**config.mk**
```make
export PLATFORM = sky130hd
export DESIGN_NAME = vz_ram_arbiter
export DESIGN_NICKNAME = d
export VERILOG_FILES = /design/src/rtl/vz_pkg.sv /design/src/rtl/vz_wr_fifo.sv /design/src/rtl/vz_ram_arbiter.sv
export SDC_FILE = /design/constraint.sdc
export NUM_CORES = 1
export LEC_CHECK = 0
export BUFFER_PORTS_ARGS = -buffer_cell sky130_fd_sc_hd__buf_2
export CAP_MARGIN = 30
export CORE_MARGIN = 1.5
export CORE_UTILIZATION = 50
export CTS_CLUSTER_SIZE = 8
export DETAILED_ROUTE_END_ITERATION = 10
export PLACE_DENSITY = 0.83
export SLEW_MARGIN = 20
export SYNTH_ARGS = -nofsm -noshare
export SYNTH_HDL_FRONTEND = slang
export SYNTH_SLANG_ARGS = --single-unit
```
**constraint.sdc**
```tcl
create_clock -name CPU_CLOCK -period 2.69 [get_ports CPU_CLOCK]
set_clock_uncertainty 0.05 [all_clocks]
set_input_delay 0.269 -clock CPU_CLOCK [delete_from_list [all_inputs] [get_ports CPU_CLOCK]]
set_output_delay 0.269 -clock CPU_CLOCK [all_outputs]
set_load 0.05 [all_outputs]
```
**src/rtl/vz_pkg.sv**
```systemverilog
// Shared types for the VZ loader / CPU RAM write-port arbiter.
package vz_pkg;

  localparam int RAM_AW = 16;
  localparam int ENT_W  = RAM_AW + 8;

  typedef enum logic {
    OWN_CPU = 1'b0,
    OWN_LDR = 1'b1
  } owner_t;

  typedef enum logic [1:0] {
    IDLE,
    WAIT_DRAIN,
    FIRE
  } exec_state_t;

  typedef struct packed {
    logic [RAM_AW-1:0] addr;
    logic [7:0]        data;
  } ld_ent_t;

endpackage

```
**src/rtl/vz_wr_fifo.sv**
```systemverilog
// Loader write buffer: DEPTH x W synchronous FIFO, pointers wrap mod DEPTH.
module vz_wr_fifo #(
  parameter int DEPTH = 4,
  parameter int W     = 24
) (
  input  logic                     clk,
  input  logic                     rst,
  input  logic                     push,
  input  logic                     pop,
  input  logic [W-1:0]             wdata,
  output logic [W-1:0]             rdata,
  output logic                     full,
  output logic                     empty,
  output logic [$clog2(DEPTH):0]   count
);

  localparam int PW = $clog2(DEPTH);
  localparam logic [PW:0] CNT_FULL = (PW+1)'(DEPTH);

  logic [W-1:0]  mem [DEPTH];
  logic [PW-1:0] wp;
  logic [PW-1:0] rp;
  logic          do_push;
  logic          do_pop;

  // A full FIFO refuses the push even when a pop frees a slot.
  assign do_push = push & ~full;
  assign do_pop  = pop & ~empty;
  assign full    = (count == CNT_FULL);
  assign empty   = (count == '0);
  assign rdata   = mem[rp];

  always_ff @(posedge clk) begin
    if (do_push) mem[wp] <= wdata;
  end

  always_ff @(posedge clk) begin
    if (rst) begin
      wp    <= '0;
      rp    <= '0;
      count <= '0;
    end else begin
      if (do_push) wp <= wp + 1'b1;
      if (do_pop)  rp <= rp + 1'b1;
      if (do_push & ~do_pop)
        count <= count + 1'b1;
      else if (do_pop & ~do_push)
        count <= count - 1'b1;
    end
  end

endmodule

```
**src/rtl/vz_ram_arbiter.sv**
```systemverilog
// Shares the RAM write port between the Z80 and the VZ loader,
// and releases the loader's execute request once the download drains.
module vz_ram_arbiter
  import vz_pkg::*;
#(
  parameter int DEPTH     = 4,
  parameter int MAX_DEFER = 8
) (
  input  logic              CPU_CLOCK,
  input  logic              I_RST,
  input  logic              dl_active,
  input  logic              ld_wr,
  input  logic [RAM_AW-1:0] ld_addr,
  input  logic [7:0]        ld_data,
  output logic              ld_ready,
  output logic              ld_overflow,
  input  logic              ld_exec_req,
  input  logic [RAM_AW-1:0] ld_exec_addr,
  input  logic              cpu_req,
  input  logic [RAM_AW-1:0] cpu_addr,
  input  logic [7:0]        cpu_wdata,
  output logic              cpu_wait,
  output logic              ram_we,
  output logic [RAM_AW-1:0] ram_addr,
  output logic [7:0]        ram_wdata,
  output logic              ram_owner,
  output logic              exec_strobe,
  output logic [RAM_AW-1:0] exec_addr
);

  localparam int CW = $clog2(DEPTH);
  localparam int DW = $clog2(MAX_DEFER);
  localparam logic [CW:0]   CNT_FULL = (CW+1)'(DEPTH);
  localparam logic [DW-1:0] DEF_MAX  = DW'(MAX_DEFER - 1);

  ld_ent_t           in_ent;
  ld_ent_t           head;
  logic              full;
  logic              empty;
  logic [CW:0]       cnt;
  logic              ldr_gnt;
  logic              cpu_gnt;
  logic              forced;
  logic [DW-1:0]     defer;
  logic              req_q;
  logic              req_rise;
  logic              exec_pend;
  logic [RAM_AW-1:0] pend_addr;
  logic              drained;
  exec_state_t       st;
  exec_state_t       st_nxt;

  assign in_ent   = '{addr: ld_addr, data: ld_data};
  assign ld_ready = (cnt != CNT_FULL);

  vz_wr_fifo #(
    .DEPTH (DEPTH),
    .W     (ENT_W)
  ) u_fifo (
    .clk   (CPU_CLOCK),
    .rst   (I_RST),
    .push  (ld_wr),
    .pop   (ldr_gnt),
    .wdata (in_ent),
    .rdata (head),
    .full  (full),
    .empty (empty),
    .count (cnt)
  );

  assign forced = ~dl_active & ~empty & (defer == DEF_MAX);

  always_comb begin
    ldr_gnt  = 1'b0;
    cpu_gnt  = 1'b0;
    cpu_wait = 1'b0;
    if (dl_active) begin
      cpu_wait = 1'b1;
      ldr_gnt  = ~empty;
    end else if (forced) begin
      cpu_wait = 1'b1;
      ldr_gnt  = 1'b1;
    end else if (cpu_req) begin
      cpu_gnt  = 1'b1;
    end else begin
      ldr_gnt  = ~empty;
    end
  end

  always_ff @(posedge CPU_CLOCK) begin
    if (I_RST) begin
      ram_we    <= 1'b0;
      ram_addr  <= '0;
      ram_wdata <= '0;
      ram_owner <= OWN_CPU;
    end else begin
      ram_we <= ldr_gnt | cpu_gnt;
      if (ldr_gnt) begin
        ram_addr  <= head.addr;
        ram_wdata <= head.data;
        ram_owner <= OWN_LDR;
      end else if (cpu_gnt) begin
        ram_addr  <= cpu_addr;
        ram_wdata <= cpu_wdata;
        ram_owner <= OWN_CPU;
      end
    end
  end

  always_ff @(posedge CPU_CLOCK) begin
    if (I_RST) begin
      ld_overflow <= 1'b0;
    end else if (ld_wr & full) begin
      ld_overflow <= 1'b1;
    end
  end

  always_ff @(posedge CPU_CLOCK) begin
    if (I_RST | empty | ldr_gnt) begin
      defer <= '0;
    end else if (cpu_gnt && defer != DEF_MAX) begin
      defer <= defer + 1'b1;
    end
  end

  assign req_rise = ld_exec_req & ~req_q;
  // The last loader write lands on the same edge FIRE begins.
  assign drained  = ~dl_active & empty;

  always_ff @(posedge CPU_CLOCK) begin
    if (I_RST) begin
      req_q     <= 1'b0;
      exec_pend <= 1'b0;
      pend_addr <= '0;
    end else begin
      req_q <= ld_exec_req;
      if (req_rise) begin
        exec_pend <= 1'b1;
        pend_addr <= ld_exec_addr;
      end else if (st == FIRE) begin
        exec_pend <= 1'b0;
      end
    end
  end

  always_ff @(posedge CPU_CLOCK) begin
    if (I_RST) begin
      st        <= IDLE;
      exec_addr <= '0;
    end else begin
      st <= st_nxt;
      if (st == WAIT_DRAIN && drained)
        exec_addr <= pend_addr;
    end
  end

  always_comb begin
    st_nxt = st;
    unique case (st)
      IDLE:       if (exec_pend) st_nxt = WAIT_DRAIN;
      WAIT_DRAIN: if (drained)   st_nxt = FIRE;
      FIRE:       st_nxt = IDLE;
      default:    st_nxt = IDLE;
    endcase
  end

  assign exec_strobe = (st == FIRE);

endmodule

```
* Word-level counts from Yosys, hierarchy flattened
Memories as Yosys holds them, arrays and structs flattened. A register that Yosys moved wholly into a read port is not among the register bits. Index checks and enable logic that the tools add are counted.
Storage, ports and cells: output and inout bits 46, flip-flop bits (word level) 73, input bits 70, logic and storage cells 79, bits in writable memories 96, memories kept 1
Memory list:
- u_fifo.mem | words 4, bits a word 24, read ports 1, clocked after memory_dff 1, wr ports 1, line vz_wr_fifo.sv:20 | logic [W-1:0] mem [DEPTH];
Cells by class: bitwise operators 18, mux-type cells 25, $add $sub $neg 5, reductions and logical operators 8, eq/ne operators 8
Operator list (number):
- two-way mux 16 bit | 2
- two-way mux 8 bit | 2
- two-way mux 1 bit | 14
- AND 1 bit | 9
- two-way mux 2 bit | 4
- adder 3 x 1 -> 3 bit, second input constant | 2
- == test 3 bit, second input constant | 2
- two-way mux 3 bit | 2
- != test 3 bit, second input constant | 2
- inverter 1 bit | 6
- nonzero test 2 bit | 3
- adder 2 x 1 -> 2 bit, second input constant | 2
- != test 2 bit, second input constant | 2
- case mux 2 bit (2 select lines) | 1
- logical NOT 3 bit | 1
- bitwise OR 1 bit | 3
- subtractor 3 x 1 -> 3 bit, second input constant | 1
- == test 2 x 1 -> 1 bit, second input constant | 1
- == test 2 bit, second input constant | 1
- logical AND 1 bit | 2
- logical NOT 2 bit | 1
- AND reduction 2 bit | 1

* Logic depth before layout (Yosys ltp)
depth in word-level cells 10, mapped depth 11, gate-level depth less buffers 10

* By module
From an unflattened synthesis, not the netlist that was laid out.
Unflattened totals: cell total of the unflattened synthesis 441, area total of the unflattened synthesis 6417.4 um^2
Modules (own cells, without submodules):
- vz_wr_fifo | seq. area each 3062.9 um^2, area an instance 3960.0 um^2, cells an instance 174, instances 1
- vz_ram_arbiter | seq. area each 1321.3 um^2, area an instance 2457.4 um^2, cells an instance 267, instances 1

* Worst setup path before layout
Ideal clock, no wire load.
kind reg-to-reg, start reg defer[0], end reg u_fifo.count[2], data arrival time 2.669 ns, path slack -0.099 ns, required time 2.570 ns, period minus slack after synthesis 2.789 ns, library setup time 0.070 ns, path buffers 1, stages on the path, launching flop included 12, cells stage by stage dfxtp_1 -> ha_1 -> ha_1 -> or3b_2 -> clkbuf_1 -> nand2_1 -> ha_1 -> inv_1 -> fa_1 -> xor2_1 -> or3_1 -> a21oi_1
Between the ends: cells in the longest elaborated chain, start to end 8, elaborated cells on any way between the ends 10, those cells by class 1 x eq/ne; 3 x mux; 5 x bitwise; 1 x reduce/logical
Ends and longest elaborated chain:
- from (decl) | line vz_ram_arbiter.sv:44 | logic [DW-1:0] defer;
- from (signal assigned) | line vz_ram_arbiter.sv:122 | defer <= defer + 1'b1;
- == test 3 bit * | line vz_ram_arbiter.sv:71 | assign forced = ~dl_active & ~empty & (defer == DEF_MAX);
- AND 1 bit * | line vz_ram_arbiter.sv:71
- two-way mux 1 bit * | line vz_ram_arbiter.sv:80 | end else if (forced) begin
- two-way mux 1 bit * | line vz_ram_arbiter.sv:77 | if (dl_active) begin
- AND 1 bit * | line vz_wr_fifo.sv:28 | assign do_pop = pop & ~empty;
- inverter 1 bit | line vz_wr_fifo.sv:45 | if (do_push & ~do_pop)
- AND 1 bit | line vz_wr_fifo.sv:45
- two-way mux 3 bit or nonzero test 2 bit (tied branches)
- to (signal assigned) | line vz_wr_fifo.sv:46 | count <= count + 1'b1;
- to (signal assigned) | line vz_wr_fifo.sv:48 | count <= count - 1'b1;
- to (decl) | line vz_wr_fifo.sv:14 | output logic [$clog2(DEPTH):0] count
Every way passes the cells marked *; elsewhere a longest branch is shown, timed or not. A chain may end at the register's enable or synchronous reset.

* Worst setup path in the final report
Same ends and word-level chain as after synthesis.

==> flow_metrics.tcl <==
set metrics [dict create \
    power_per_cell_area_nw_per_um2 985 \
    hpwlAfterDp_um 9230 \
    p_leak_nw 3.03 \
    preCtsSetupSlack_ns 0.0265 \
    dieWidth_um 118 \
    async_reset_ff_frac 0 \
    numClockSinks 171 \
    total_power_mw 8.03 \
    finalMaxSlewViolations 0 \
    critPathMaxFanout 2 \
    postLayoutSetupSlackWorst_ns 0.183 \
    grt_antenna_before_repair 0 \
    finish.net_count 681 \
    min_path_type "in2reg" \
    remaining_drc_errors 0 \
    fin_util 0.640 \
    area_growth_pct 23.9 \
    die-area_sq_um 13800 \
    layout_cells_sized_above_1 0.338 \
    drt_wl_total_um 15000 \
    via_count_of_the_first_global_routing_pass 4680 \
    synthesis.instances 471 \
    yosys_warnings 0 \
    floorplan.core_area_sq_um 12700 \
    globalRouteOverflowTotal 0 \
    pin_count 116 \
    rsz0062_at_grt "false" \
    stdcell_area_sq_um 8150 \
    yosys.area.top_type "sky130_fd_sc_hd__edfxtp_1" \
    gp_routability_congestion 0.761 \
    buffers_added_on_ports 115 \
    vias 4581 \
    dr.pass1.iters 5 \
    setup-violations-final 0 \
    ctsRootBufferMaster "sky130_fd_sc_hd__clkbuf_16" \
    ys_flop_type "sky130_fd_sc_hd__edfxtp_1" \
    layout_commonest_cell "sky130_fd_sc_hd__buf_2" \
    crit_path_frequent_cell "sky130_fd_sc_hd__ha_2" \
    synth-edff-count 96 \
    most-common-layout-cells "sky130_fd_sc_hd__buf_2 (115), sky130_fd_sc_hd__edfxtp_1 (96), sky130_fd_sc_hd__dfxtp_1 (74)" \
    synthTopCellsByArea "sky130_fd_sc_hd__edfxtp_1 (44%), sky130_fd_sc_hd__dfxtp_1 (23%), sky130_fd_sc_hd__mux4_2 (8.2%), sky130_fd_sc_hd__nand3_1 (3.3%), sky130_fd_sc_hd__a21oi_1 (3.2%)" \
    hold_slack_ns 0.0144 \
    num_antenna_cells 0 \
    core.rowCount 41 \
    yosysTopAreaCellShare 0.439 \
    tritoncts_clock_tree "done" \
    track_usage 0.224 \
    cp_data_required_time_ns 2.99 \
    cp-start-kind "register" \
    cts-buffers-inserted 17 \
    cts_max_level 4 \
    placement_stage_cell_area_sq_um 7330 \
    grt_start_max_net_pins 37 \
    critPathArrivalTime_ns 2.81 \
    layout_worst_path_cycle_share 0.932 \
    setup_total_negative_slack_ns 0 \
    stdcell_count 788 \
    critical_path_buf_inv_count 1 \
    synth.net_count 549 \
    final.fill_count 947 \
    clock_path_buffers 2 \
    slowest_delay_ns 0.39 \
    drtAntennaViolNets 0 \
    worst_setup_path_end_kind "register" \
    timing.final.crit_period_ns 2.51 \
    vdd_ir_drop_max_v 0.000597 \
    post_synth.cell_area_avg_sq_um 14.0 \
    worstMarginPinSlew_ns 0.832 \
    grt_pass1_wl_um 23800 \
    post_drt_via_cell_ratio 5.81 \
    synth_area_sq_um 6570 \
    synthDistinctLibCells 40 \
    synth.yosys.seq_area_share 0.667 \
    run_status "finished, final reports clean" \
    clk_latency_ns 0.43 \
    max_cap_violations 0 \
    floorplan.initialDensity 0.517 \
    hold_viol_final 0 \
    crit_path_top_delay_cell "sky130_fd_sc_hd__or3b_4" \
    worst_slew_margin_rel 0.442 \
    maxClockFrequency_ghz 0.399 \
    critPathTopFamily "adder cells" \
    ys_seq_elements 171 \
    placed_cells 738 \
    criticalPathCategory "reg2reg" \
    initialDrtViolationCount 463 \
    clk_pin_slew_ns 0.06 \
    crit_chain "ha_1 > ha_2 > or3b_4 > nand2_2 > ha_2 > inv_1 > fa_2 > xor2_1 > or3_1 > a21oi_1" \
    dieHeight_um 118 \
    wire_per_inst_um 19.0 \
]
## worst register-to-register path, delay by kind of cell, from the launching register on
kind | cells | cell delay (ns)
adder cells (fa/ha/maj) | 4 | 0.89
buffers and inverters | 1 | 0.06
AND/OR/NAND/NOR | 3 | 0.79
flip-flops | 1 | 0.32
AO/OA/AOI/OAI | 1 | 0.15
XOR/XNOR | 1 | 0.18
## sequential cells by signal, indices dropped and copies added, names as in the netlist, 2 cells and up, named ones only
name,flops
u_fifo.wp,2
u_fifo.count,3
u_fifo.rp,2
ram_wdata,8
st,2
u_fifo.mem,96
exec_addr,16
ram_addr,16
pend_addr,16
defer,3
## cell usage after synthesis (all sizes together) (2+ instances only)
cell    count
edfxtp     96
dfxtp      75
nand3      44
a21oi      42
nand2      35
mux4       24
o21ai      21
buf        19
clkbuf     19
a221o      15
nor4b      15
a31oi       8
ha          7
inv         6
nor2b       6
nand2b      5
nor2        5
nor3        5
and3        4
and2        2
nor3b       2
nor4        2
o31ai       2
or3         2
or4         2
xor2        2
## area by class of cell
class,count,area [sq um],share of cell area
Timing Repair Buffer,151,891,0.109
Clock inverter,10,166,0.0204
Tap cell,172,215,0.0264
Inverter,6,22.5,0.00276
Sequential cell,171,4390,0.538
Clock buffer,22,464,0.0570
Multi-Input combinational cell,256,2000,0.246
## timing repair
item	CTS	global route
setup endpoints to repair	0	1
gates resized for setup	0	4
buffers inserted	0	0
hold buffers	18	0
hold endpoints to repair	69	0
## power breakdown
group,internal [mW],leakage (nW),switching [mW]
Clock,1.60,0.301,0.955
Sequential,3.10,1.50,0.250
Combinational,0.788,1.24,1.33
Total,5.49,3.03,2.53
## final timing paths
path	from	to	slack, ns	depth (start not counted)
max	defer[0]	u_fifo.count[2]	0.18	10
min	cpu_addr[4]	ram_addr[4]	0.01	2
max reg2reg	defer[0]	u_fifo.count[2]	0.18	10
min reg2reg	defer[0]	defer[0]	0.39	1
## kinds of logic after synthesis
group | synth area share
AO/OA/AOI/OAI | 0.0881
AND/OR/NAND/NOR | 0.110
multiplexers | 0.0837
flip-flops | 0.667
buffers and inverters | 0.0320
adder cells (fa/ha/maj) | 0.0164
XOR/XNOR | 0.00267
## metal layers
| layer | GRT usage | wire length [um] |
|---|---|---|
| met1 | 0.265 | 5880 |
| met2 | 0.379 | 7660 |
| met3 | 0.0572 | 1010 |
| met4 | 0.116 | 415 |
| met5 | 0 | 0 |
Note: power is estimated with default switching activity, not from simulation.
